`src/rtl/led_frame_serializer_pkg.sv`:
```
// Shared definitions for the LED frame serializer: FSM state encoding and
// frame geometry (8 rows x 8 bits = 64 LEDs).
package led_frame_serializer_pkg;

    localparam int unsigned NLEDS = 64;
    localparam int unsigned NROWS = 8;
    localparam int unsigned ROW_W = 8;

    typedef enum logic [2:0] {
        IDLE   = 3'd0,
        BIT_LO = 3'd1,
        BIT_HI = 3'd2,
        LATCH  = 3'd3,
        HOLD   = 3'd4
    } state_t;

endpackage

```
`src/rtl/led_frame_serializer_phase_timer.sv`:
```
// phase_timer: free-running phase counter that produces a tick on the last
// cycle of every CLK_DIV-cycle phase while run is high.
// Ports: clk, reset (sync, active-high), run (count enable, clears when low),
//        tick_c (combinational phase-end tick).
module phase_timer
    import led_frame_serializer_pkg::*;
#(
    parameter int unsigned CLK_DIV = 2
) (
    input  logic clk,
    input  logic reset,
    input  logic run,
    output logic tick_c
);

    localparam int unsigned PW = $clog2(CLK_DIV) + 1;
    localparam logic [PW-1:0] LAST = PW'(CLK_DIV - 1);

    logic [PW-1:0] cnt;

    assign tick_c = run && (cnt == LAST);

    // Counter restarts from zero at every phase end and whenever idle.
    always_ff @(posedge clk) begin
        if (reset || !run) begin
            cnt <= '0;
        end else if (cnt == LAST) begin
            cnt <= '0;
        end else begin
            cnt <= cnt + PW'(1);
        end
    end

endmodule

```
`src/rtl/led_frame_serializer.sv`:
```
// led_frame_serializer: 8x8 frame buffer plus a serial transmitter that
// shifts the frame MSB-first (frame bit 63 down to 0) to an LED matrix
// driver, then pulses a latch strobe.
// Ports: clk, reset (sync, active-high), wr_en/wr_addr/wr_data (row write),
//        start (transfer request), ser_din/ser_dclk/ser_strobe (serial link),
//        busy (transfer in progress), done (one-cycle completion pulse).
module led_frame_serializer
    import led_frame_serializer_pkg::state_t;
    import led_frame_serializer_pkg::IDLE;
    import led_frame_serializer_pkg::BIT_LO;
    import led_frame_serializer_pkg::BIT_HI;
    import led_frame_serializer_pkg::LATCH;
    import led_frame_serializer_pkg::HOLD;
    import led_frame_serializer_pkg::NROWS;
    import led_frame_serializer_pkg::ROW_W;
#(
    parameter int unsigned CLK_DIV = 2,
    parameter int unsigned NLEDS   = 64
) (
    input  logic       clk,
    input  logic       reset,
    input  logic       wr_en,
    input  logic [2:0] wr_addr,
    input  logic [7:0] wr_data,
    input  logic       start,
    output logic       ser_din,
    output logic       ser_dclk,
    output logic       ser_strobe,
    output logic       busy,
    output logic       done
);

    // Packed so that the whole buffer reads as frame bits 63..0 directly.
    logic [NROWS-1:0][ROW_W-1:0] fbuf;
    logic [NLEDS-1:0]            shreg;
    logic [5:0]                  bit_cnt;
    state_t                      state;
    logic                        run_c;
    logic                        tick_c;

    assign run_c = (state != IDLE);

    phase_timer #(
        .CLK_DIV(CLK_DIV)
    ) u_phase_timer (
        .clk   (clk),
        .reset (reset),
        .run   (run_c),
        .tick_c(tick_c)
    );

    // Frame buffer: writes land in any state; a same-cycle start snapshots
    // the old contents because the snapshot reads the registered value.
    always_ff @(posedge clk) begin
        if (reset) begin
            fbuf <= '0;
        end else if (wr_en) begin
            fbuf[wr_addr] <= wr_data;
        end
    end

    // Transfer FSM with registered serial outputs.
    always_ff @(posedge clk) begin
        if (reset) begin
            state      <= IDLE;
            shreg      <= '0;
            bit_cnt    <= '0;
            ser_din    <= 1'b0;
            ser_dclk   <= 1'b0;
            ser_strobe <= 1'b0;
            busy       <= 1'b0;
            done       <= 1'b0;
        end else begin
            done <= 1'b0;
            case (state)
                IDLE: begin
                    if (start) begin
                        state   <= BIT_LO;
                        shreg   <= NLEDS'(fbuf);
                        bit_cnt <= '0;
                        ser_din <= fbuf[NROWS-1][ROW_W-1];
                        busy    <= 1'b1;
                    end
                end
                BIT_LO: begin
                    if (tick_c) begin
                        state    <= BIT_HI;
                        ser_dclk <= 1'b1;
                    end
                end
                BIT_HI: begin
                    if (tick_c) begin
                        ser_dclk <= 1'b0;
                        if (bit_cnt == 6'(NLEDS - 1)) begin
                            state      <= LATCH;
                            ser_din    <= 1'b0;
                            ser_strobe <= 1'b1;
                        end else begin
                            // Next bit goes out together with the falling dclk.
                            state   <= BIT_LO;
                            bit_cnt <= bit_cnt + 6'd1;
                            shreg   <= {shreg[NLEDS-2:0], 1'b0};
                            ser_din <= shreg[NLEDS-2];
                        end
                    end
                end
                LATCH: begin
                    if (tick_c) begin
                        state      <= HOLD;
                        ser_strobe <= 1'b0;
                    end
                end
                HOLD: begin
                    if (tick_c) begin
                        state <= IDLE;
                        busy  <= 1'b0;
                        done  <= 1'b1;
                    end
                end
                default: begin
                    state <= IDLE;
                end
            endcase
        end
    end

endmodule

```
`config.mk`:
```
export PLATFORM = sky130hd
export DESIGN_NAME = led_frame_serializer
export DESIGN_NICKNAME = d
export VERILOG_FILES = /design/src/rtl/led_frame_serializer_pkg.sv /design/src/rtl/led_frame_serializer_phase_timer.sv /design/src/rtl/led_frame_serializer.sv
export SDC_FILE = /design/constraint.sdc
export NUM_CORES = 1
export LEC_CHECK = 0
export CORE_ASPECT_RATIO = 2
export CORE_MARGIN = 3
export CORE_UTILIZATION = 30
export CTS_BUF_LIST = sky130_fd_sc_hd__clkbuf_8
export CTS_CLUSTER_SIZE = 16
export DETAILED_ROUTE_END_ITERATION = 10
export HOLD_SLACK_MARGIN = 0.06
export SLEW_MARGIN = 20
export SYNTH_ARGS = -nofsm -noshare
export SYNTH_HDL_FRONTEND = slang
export SYNTH_SLANG_ARGS = --single-unit
```
`constraint.sdc`:
```
create_clock -name clk -period 3.7 [get_ports clk]
set_input_delay 0.555 -clock clk [delete_from_list [all_inputs] [get_ports clk]]
set_output_delay 0.555 -clock clk [all_outputs]
set_load 0.02 [all_outputs]
```
After elaboration in Yosys (flattened, before gate mapping):

Cells that the tools add are included.

* register bits after elaboration: 143
* input bits: 15
* output and inout bits: 5
* logic and storage cells: 84

* $add $sub $neg: 2
* magnitude comparators: 2
* eq/ne operators: 13
* muxes and demuxes: 31
* bitwise gates (word level): 1
* reduce and logical (&&, ||, !) cells: 18

Operator list (count)
* 63-bit two-way mux: 3
* 63-bit case mux with 2 select lines: 1
* 64-bit bitwise mux: 1
* 8-bit demux with 3-bit select: 1
* 6-bit two-way mux: 3
* 3-bit two-way mux: 5
* 3-bit case mux with 5 select lines: 1
* 2-bit inequality test (second input constant): 7
* 6-bit case mux with 2 select lines: 1
* 1-bit two-way mux: 9
* 3-bit AND reduction: 3
* 8-bit two-way mux: 1
* 1-bit case mux with 2 select lines: 4
* 4-bit AND reduction: 2
* 2-bit nonzero test: 4
* 6-bit by 1-bit adder with 6-bit output (second input constant): 1
* 3-bit by 2-bit == test with 1-bit output (second input constant): 2
* 6-bit == test (second input constant): 1
* 5-bit AND reduction: 1
* 3-bit by 4-bit < comparator with 1-bit output (second input constant): 1
* 2-bit OR reduction: 2
* 3-bit by 1-bit == test with 1-bit output (second input constant): 1
* 3-bit == test (second input constant): 1
* 3-bit by 1-bit greater-or-equal comparator with 1-bit output (second input constant): 1
* other kinds (9): 10

Logic depth before layout (Yosys ltp):

Gate-level depths: netlist (run 1).

* depth after elaboration: 5
* mapped depth: 9
* depth with buffers taken out: 6

By module:

Synthesis (run 1) repeated with hierarchy kept, for this count alone.

* cell total of the unflattened synthesis: 664
* area, all modules: 5988.2 um^2

Modules (own cells, without submodules)
* led_frame_serializer: instances 1, cells an instance 657, area each 5894.4 um^2, seq. area each 2822.7 um^2
* phase_timer: instances 1, cells an instance 7, area each 93.8 um^2, seq. area each 40.0 um^2

Worst setup path after synthesis (run 1):

No wires, ideal clock.

* path kind: register to register
* from: reg bit_cnt[0]
* to: reg bit_cnt[4]
* library setup time: 70 ps
* arrival time: 1838 ps
* required time: 3630 ps
* setup slack: 1792 ps
* stages on the path, launching flop included: 6
* path buffers: 0
* period minus slack after synthesis: 1908 ps
* path through: dfxtp_1 ha_1 and4_2 a311o_1 or4_1 a21oi_1

* word-level cells in the longest chain between the ends: 4
* elaborated cells between the ends (all ways): 7
* classes of those cells: add/sub (1); eq/ne (2); mux (3); reduce/logical (1)

RTL lines
* start: declaration: line led_frame_serializer.sv:36 `logic [5:0] bit_cnt;`
* start signal: assignment: line led_frame_serializer.sv:101 `bit_cnt <= bit_cnt + 6'd1;`
* 6-bit by 1-bit adder with 6-bit output: line led_frame_serializer.sv:101
* 6-bit two-way mux: line led_frame_serializer.sv:94 `if (bit_cnt == 6'(NLEDS - 1)) begin`
* 6-bit two-way mux: line led_frame_serializer.sv:92 `if (tick_c) begin`
* 6-bit case mux with 2 select lines: line led_frame_serializer.sv:75 `case (state)`

Parallel ways exist; a longest one is shown, timed or not. The select of a mux whose other input is x is not followed.
A chain may end at the register's enable or synchronous reset.

Final worst setup path (run 1):

* from: reg u_phase_timer.cnt[0]
* to: reg shreg[4]

* word-level cells in the longest chain between the ends: 4

RTL lines
* start: declaration: line led_frame_serializer_phase_timer.sv:19 `logic [PW-1:0] cnt;`
* start signal: assignment: line led_frame_serializer_phase_timer.sv:30 `cnt <= cnt + PW'(1);`
* 2-bit by 1-bit == test with 1-bit output: line led_frame_serializer_phase_timer.sv:21 `assign tick_c = run && (cnt == LAST);`
* 1-bit logical AND: line led_frame_serializer_phase_timer.sv:21
* 2-bit inequality test (no source line)
* 4-bit AND reduction (no source line)
* end signal: assignment: line led_frame_serializer.sv:79 `shreg <= NLEDS'(fbuf);`
* end signal: assignment: line led_frame_serializer.sv:102 `shreg <= {shreg[NLEDS-2:0], 1'b0};`
* end: declaration: line led_frame_serializer.sv:35 `logic [NLEDS-1:0] shreg;`

No other way between the ends.

==> impl_results.md, run 1 <==
* WS Path Type: reg2reg
* Post-CTS Resized at 0
* WL/cell at 13.7 um
* Synthesized area at 5760 um^2
* Yosys top cell area share at 0.497
* Critical Path RT at 4.05 ns
* RSZ-0062 raised after global routing: no
* Count leader, synth: nand2_1
* # setup viols final at 0
* GRT overflow at 0
* Leak at 2.03 nW
* Dpl cells at 953
* Peak supply drop at 0.259 mV
* Post-synth EDFFs at 0
* Ys async rst share at 0
* Total track usage at 0.133
* Clock buffers created by TritonCTS at 17
* Total number of vias at 4749
* Largest net degree at the start of global routing at 130
* Routed wire length at 13400 um
* Slew HR at 0.276
* Layout cells sized above 1 at 0.0604
* Number of global-route vias before repair at 4571
* Post-synth top cells: 248 x nand2_1, 143 x dfxtp_1, 86 x nor2_1
* WP data arrival at 2.56 ns
* Post-route ant nets at 0
* FILL cells at 2075
* HPWL Detailed at 8100 um
* Post-synthesis sequential area ratio at 0.497
* Die width at 104 um
* Routability congestion estimate from global placement at 0.753
* Synth Warn # at 0
* CTS tree: done
* Final hold violation count at 0
* Slew @ Worst Pin at 1.08 ns
* Fin nets at 734
* Mean Syn Cell Area at 7.83 um^2
* Net Count, Synth at 753
* CP Capture Type: flop
* Fmax at 452 MHz
* Pre-antenna DRT Iters at 5
* Final Max Slew Viols at 0
* Vias per inst at 4.83
* Post-CTS setup buffer count at 0
* # Max-Cap Violations at 0
* Final Non-Filler Cells at 984
* Port Buf Inserts at 19
* Core Rows at 71
* Post-synth top area cell: dfxtp_1
* Insertion delay to the later sink of the worst-skew pair at 0.45 ns
* CTS Root Cell: clkbuf_8
* CTS clock-pin slew for the worst setup and hold paths at 0.07 ns
* DRC at 0
* Die area at 21000 um^2
* Top post-synthesis cells by area: dfxtp_1 50%, nand2_1 16%, a311oi_1 9.6%
* Initial DRC count at 252
* Primary FF master, synth: dfxtp_1
* Initial core utilization at 0.306
* Core area at 18800 um^2
* I/O pin cnt at 20
* Area Overhead vs Synth at 13.3%
* First-pass GRT wire length at 22500 um
* Post-Route Setup TNS at 0 ns
* # H-tree levels at 4
* Cell variety after synth at 38
* Post-CTS Hold Buffers at 0
* Initial antenna violation count at 0
* # diodes at 0
* Synthesized instance count at 736
* Outcome: complete, no violations
* Tcrit/Tclk final at 0.598
* CP max FO at 129
* Clock sink count at 143
* Crit start category: flop
* Bufs on Longest Clock Path at 2
* Power Density at 527 nW/um^2
* Setup Skew at 0.0125 ns
* Synth Register Bits at 143
* Minimum clock period at 2.21 ns
* Min-Delay Path Class: reg2reg
* Die Y at 202 um
## sequential cells by signal, summed over array words and instances (netlist names)
| register | cells |
|---|---|
| busy | 1 |
| bit_cnt | 6 |
| ser_strobe | 1 |
| u_phase_timer.cnt | 2 |
| fbuf | 64 |
| state | 3 |
| ser_dclk | 1 |
| done | 1 |
| ser_din | 1 |
| shreg | 63 |
## layout make-up
| type | count | area, um^2 | share of cell area |
|---|---|---|---|
| clock buffers | 19 | 262 | 0.0401 |
| clock inverters | 12 | 145 | 0.0222 |
| inverters | 1 | 3.75 | 0.000575 |
| multi-input cells | 531 | 2670 | 0.409 |
| flip-flops and latches | 143 | 2860 | 0.439 |
| well taps | 255 | 319 | 0.0489 |
| repair buffers | 23 | 268 | 0.0410 |
## per-stage QoR
stage / power, mW / utilization / area (um^2) / hold slack [ns] / setup WS (ns)
after floorplan: 2.07 / - / 5760 / 0.399 / 1.79
after global placement: 2.19 / 0.325 / 6120 / 0.409 / 1.17
after detailed placement: 2.20 / 0.325 / 6120 / 0.412 / 1.15
after CTS: 3.48 / 0.347 / 6530 / 0.422 / 1.50
after global routing: 3.62 / 0.347 / 6530 / 0.472 / 1.25
final: 3.44 / 0.347 / 6530 / 0.423 / 1.49
## report_power, final
| group | switching (mW) | internal (mW) |
|---|---|---|
| logic | 0.284 | 0.158 |
| registers | 0.0629 | 1.65 |
| clock network | 0.591 | 0.692 |
## cells in the final DEF (no fill, tap or decap), types with 4 or more instances in the layout
| master | n |
|---|---|
| a21oi_1 | 66 |
| nand3_1 | 8 |
| a311oi_1 | 63 |
| o21ai_0 | 6 |
| nand2b_1 | 5 |
| clkbuf_8 | 19 |
| buf_12 | 4 |
| mux2i_1 | 10 |
| clkdlybuf4s50_1 | 18 |
| dfxtp_1 | 143 |
| nand2_1 | 248 |
| nor2_1 | 86 |
| nor2b_1 | 4 |
## worst max-delay path, stage by stage (launching register included)
cell and delay, ns:
dfxtp_1 0.33, ha_1 0.35, mux2i_1 0.23, a311oi_4 0.34
buf_12 0.47, nor2_1 0.08, a311oi_1 0.26
## layer usage
metal | global-route usage | up-vias | wire length [um] | share of wire
li1 | - | 2461 | - | -
met1 | 0.145 | 2194 | 5600 | 0.42
met2 | 0.242 | 79 | 7090 | 0.53
met3 | 0.0304 | 15 | 437 | 0.032
met4 | 0.0599 | 0 | 310 | 0.023
met5 | 0 | - | 0 | 0
## final timing paths
kind,from,to,cells after the start,slack [ns]
hold reg to reg,u_phase_timer.cnt[0],u_phase_timer.cnt[0],1,0.42
setup reg to reg,u_phase_timer.cnt[0],shreg[4],6,1.49
setup / recovery,u_phase_timer.cnt[0],shreg[4],6,1.49
hold / removal,u_phase_timer.cnt[0],u_phase_timer.cnt[0],1,0.42
## cells by family after synthesis
logic type / after synthesis / share of synthesized area
buffers and inverters: 62 / 0.0436
AND/OR/NAND/NOR: 373 / 0.262
AO/OA/AOI/OAI: 145 / 0.174
adder cells (fa/ha/maj): 2 / 0.00434
multiplexers: 11 / 0.0193
flip-flops: 143 / 0.497
Note: power is estimated with default switching activity, not from simulation.
==> run 2, diff against run 1 <==
==> constraint.sdc (replaced) <==
create_clock -name clk -period 2.2 [get_ports clk]
set_input_delay 0.33 -clock clk [delete_from_list [all_inputs] [get_ports clk]]
set_output_delay 0.33 -clock clk [all_outputs]
set_load 0.02 [all_outputs]
==> run 2 against run 1 <==
Worst hold slack worse by 0.14 ns. Via count is 2.5% higher. First-iteration DRC count is 6.0% lower. Total power is 67% higher. Non-clock buffer count is 21 higher. Sequential share of layout area is 1.2 points lower. Sequential cell count stayed put. Routed wire length hardly changed. Sequential power is 68% higher. Design area is 2.7% higher. Setup slack worse by 1.3 ns. Critical path type unchanged. Highest routed layer unchanged.
==> impl_results.md, run 2 (synthesized netlist as in run 1, its figures left out) <==
* Most frequent cells in the layout: 248 x nand2_1, 143 x dfxtp_1, 86 x nor2_1, 66 x a21oi_1, 63 x a311oi_1 (unchanged)
* Number of global-route vias before repair at 4690 (was 4571)
* Met2 usage at 0.247 (was 0.242)
* GRT overflow at 0 (unchanged)
* Post-CTS Hold Buffers at 0 (unchanged)
* WS Path Type: reg2reg (unchanged)
* Layout cells sized above 1 at 0.0892 (was 0.0604)
* Slew @ Worst Pin at 0.726 ns (was 1.08 ns)
* Fin nets at 755 (was 734)
* Insertion delay to the later sink of the worst-skew pair at 0.44 ns (was 0.45 ns)
* Initial DRC count at 237 (was 252)
* Hold Startpoint: reset (was u_phase_timer.cnt[0])
* Crit start category: flop (unchanged)
* # setup viols final at 0 (unchanged)
* Peak supply drop at 0.599 mV (was 0.259 mV)
* Initial antenna violation count at 0 (unchanged)
* CP max FO at 5 (was 129)
* M3 GR Usage at 0.0268 (was 0.0304)
* Util after Layout at 0.356 (was 0.347)
* Pre-antenna DRT Iters at 4 (was 5)
* DRC at 0 (unchanged)
* Area Overhead vs Synth at 16.4% (was 13.3%)
* Final hold slack at 0.280 ns (was 0.423 ns)
* Leak at 2.14 nW (was 2.03 nW)
* Most common cell after layout, fill and taps aside: nand2_1 (unchanged)
* Fmax at 493 MHz (was 452 MHz)
* I/O pin cnt at 20 (unchanged)
* Hold EP: busy (was u_phase_timer.cnt[0])
* Initial core utilization at 0.306 (unchanged)
* Slew HR at 0.516 (was 0.276)
* Routability congestion estimate from global placement at 0.753 (about the same)
* Power Density at 855 nW/um^2 (was 527 nW/um^2)
* Pre-CTS setup slack at 0.00261 ns (was 1.15 ns)
* Max incr delay on CP at 0.52 ns (was 0.47 ns)
* Cell Chain, Critical Path: ha_1 > and4_2 > a311o_1 > or4_1 > a21oi_1 (was ha_1 > mux2i_1 > a311oi_4 > buf_12 > nor2_1 > a311oi_1)
* CTS clock-pin slew for the worst setup and hold paths at 0.09 ns (was 0.07 ns)
* Critical Path RT at 2.56 ns (was 4.05 ns)
* Tcrit/Tclk final at 0.922 (was 0.598)
* WP data arrival at 2.39 ns (was 2.56 ns)
* First-pass GRT wire length at 22700 um (was 22500 um)
* # H-tree levels at 4 (unchanged)
* Clock sink count at 143 (unchanged)
* Most flops, register: fbuf (unchanged)
* Post-CTS Resized at 0 (unchanged)
* Die area at 21000 um^2 (unchanged)
* RSZ-0062 raised after global routing: no (unchanged)
* DP Area at 6320 um^2 (was 6120 um^2)
* Post-CTS setup buffer count at 0 (unchanged)
* Port Buf Inserts at 19 (unchanged)
* Post-route ant nets at 0 (unchanged)
* Post-Route Setup TNS at 0 ns (unchanged)
* Bufs on Longest Clock Path at 2 (unchanged)
* CTS Root Cell: clkbuf_8 (unchanged)
* Setup Skew at 0.0157 ns (was 0.0125 ns)
* Critical-path top delay cell: or4_1 (was buf_12)
* Largest regs: fbuf: 64 flops, shreg: 63 flops, bit_cnt: 6 flops (unchanged)
* Routed wire length at 13400 um (about the same)
* Final Cell Area at 6710 um^2 (was 6530 um^2)
* Max FFs per register at 64 (unchanged)
* Worst r2r src: bit_cnt[0] (was u_phase_timer.cnt[0])
* Path depth of the worst reg2reg path at 5 (was 6)
* Minimum clock period at 2.03 ns (was 2.21 ns)
* Core area at 18800 um^2 (unchanged)
* Worst reg-to-reg setup slack at 0.17 ns (was 1.49 ns)
* Reg2reg end: bit_cnt[4] (was shreg[4])
* Total number of vias at 4869 (was 4749)
* Total track usage at 0.133 (about the same)
* # Max-Cap Violations at 0 (unchanged)
* Gr busiest metal: met2 (unchanged)
* WL/cell at 13.4 um (was 13.7 um)
* Post-route setup slack at 0.172 ns (was 1.49 ns)
* Global Route met1 Usage at 0.144 (was 0.145)
* Min-Delay Path Class: in2reg (was reg2reg)
* Hold Path Depth at 2 (was 1)
* Largest net degree at the start of global routing at 65 (was 130)
* Clock buffers created by TritonCTS at 17 (unchanged)
* Final hold violation count at 0 (unchanged)
* Outcome: complete, no violations (unchanged)
* Final Max Slew Viols at 0 (unchanged)
* Vias per inst at 4.84 (was 4.83)
* Power Total at 5.73 mW (was 3.44 mW)
* # diodes at 0 (unchanged)
* Core Rows at 71 (unchanged)
* HPWL Detailed at 8550 um (was 8100 um)
* Die width at 104 um (unchanged)
* Dpl cells at 974 (was 953)
* CTS tree: done (unchanged)
* CP Capture Type: flop (unchanged)
* Final Non-Filler Cells at 1006 (was 984)
* Die Y at 202 um (unchanged)
## run 2: changes by cell type in the layout (fill, tap and decap cells not counted), moves of 2 or more
cell,before,now
buf_12,4,8
buf_4,1,18
bufinv_16,3,1
clkinv_4,2,4
inv_6,0,4
## run 2: worst max-delay path, delay by kind of cell (launching register included)
kind                     cells  cell delay [ns]
flip-flops                   1             0.34
AND/OR/NAND/NOR              2             0.81
AO/OA/AOI/OAI                2             0.58
adder cells (fa/ha/maj)      1             0.24
## run 2: cell type report
class	instances	area (um^2)
Tap cell	255	319
Clock buffer	18	248
Fill cell	2075	12100
Clock inverter	14	133
Multi-Input combinational cell	531	2660
Sequential cell	143	2860
Timing Repair Buffer	44	475
Inverter	1	3.75
## run 2: how the worst max path moves through the flow
stage | to | cells after the start | slack (ns) | startpoint
6_report | bit_cnt[4] | 5 | 0.17 | bit_cnt[0]
3_3_place_gp | bit_cnt[4] | 5 | 0.05 | start
5_1_grt | shreg[2] | 7 | 0.02 | bit_cnt[0]
2_1_floorplan | bit_cnt[4] | 5 | 0.29 | bit_cnt[0]
4_1_cts | shreg[2] | 7 | 0.16 | bit_cnt[0]
3_5_place_dp | shreg[2] | 7 | 0.003 | start
## run 2: layer usage
metal | vias to the layer above | part of all wire
met3 | 22 | 0.026
met1 | 2275 | 0.42
met5 | - | 0
met4 | 0 | 0.029
li1 | 2509 | -
met2 | 63 | 0.52
## run 2: power by group
| group | switching (mW) | total (mW) | internal (mW) |
|---|---|---|---|
| clock | 1.08 | 2.02 | 0.944 |
| combinational | 0.503 | 0.834 | 0.331 |
| sequential | 0.0994 | 2.87 | 2.78 |
==> run 3, diff against run 2 <==
--- a/config.mk
+++ b/config.mk
@@ -11,6 +11,7 @@
 export CTS_BUF_LIST = sky130_fd_sc_hd__clkbuf_8
 export CTS_CLUSTER_SIZE = 16
 export DETAILED_ROUTE_END_ITERATION = 10
+export GPL_ROUTABILITY_DRIVEN = 0
 export HOLD_SLACK_MARGIN = 0.06
 export SLEW_MARGIN = 20
 export SYNTH_ARGS = -nofsm -noshare
==> results of run 3 <==
The final DEF is identical to that of run 2; final timing and power are the same.
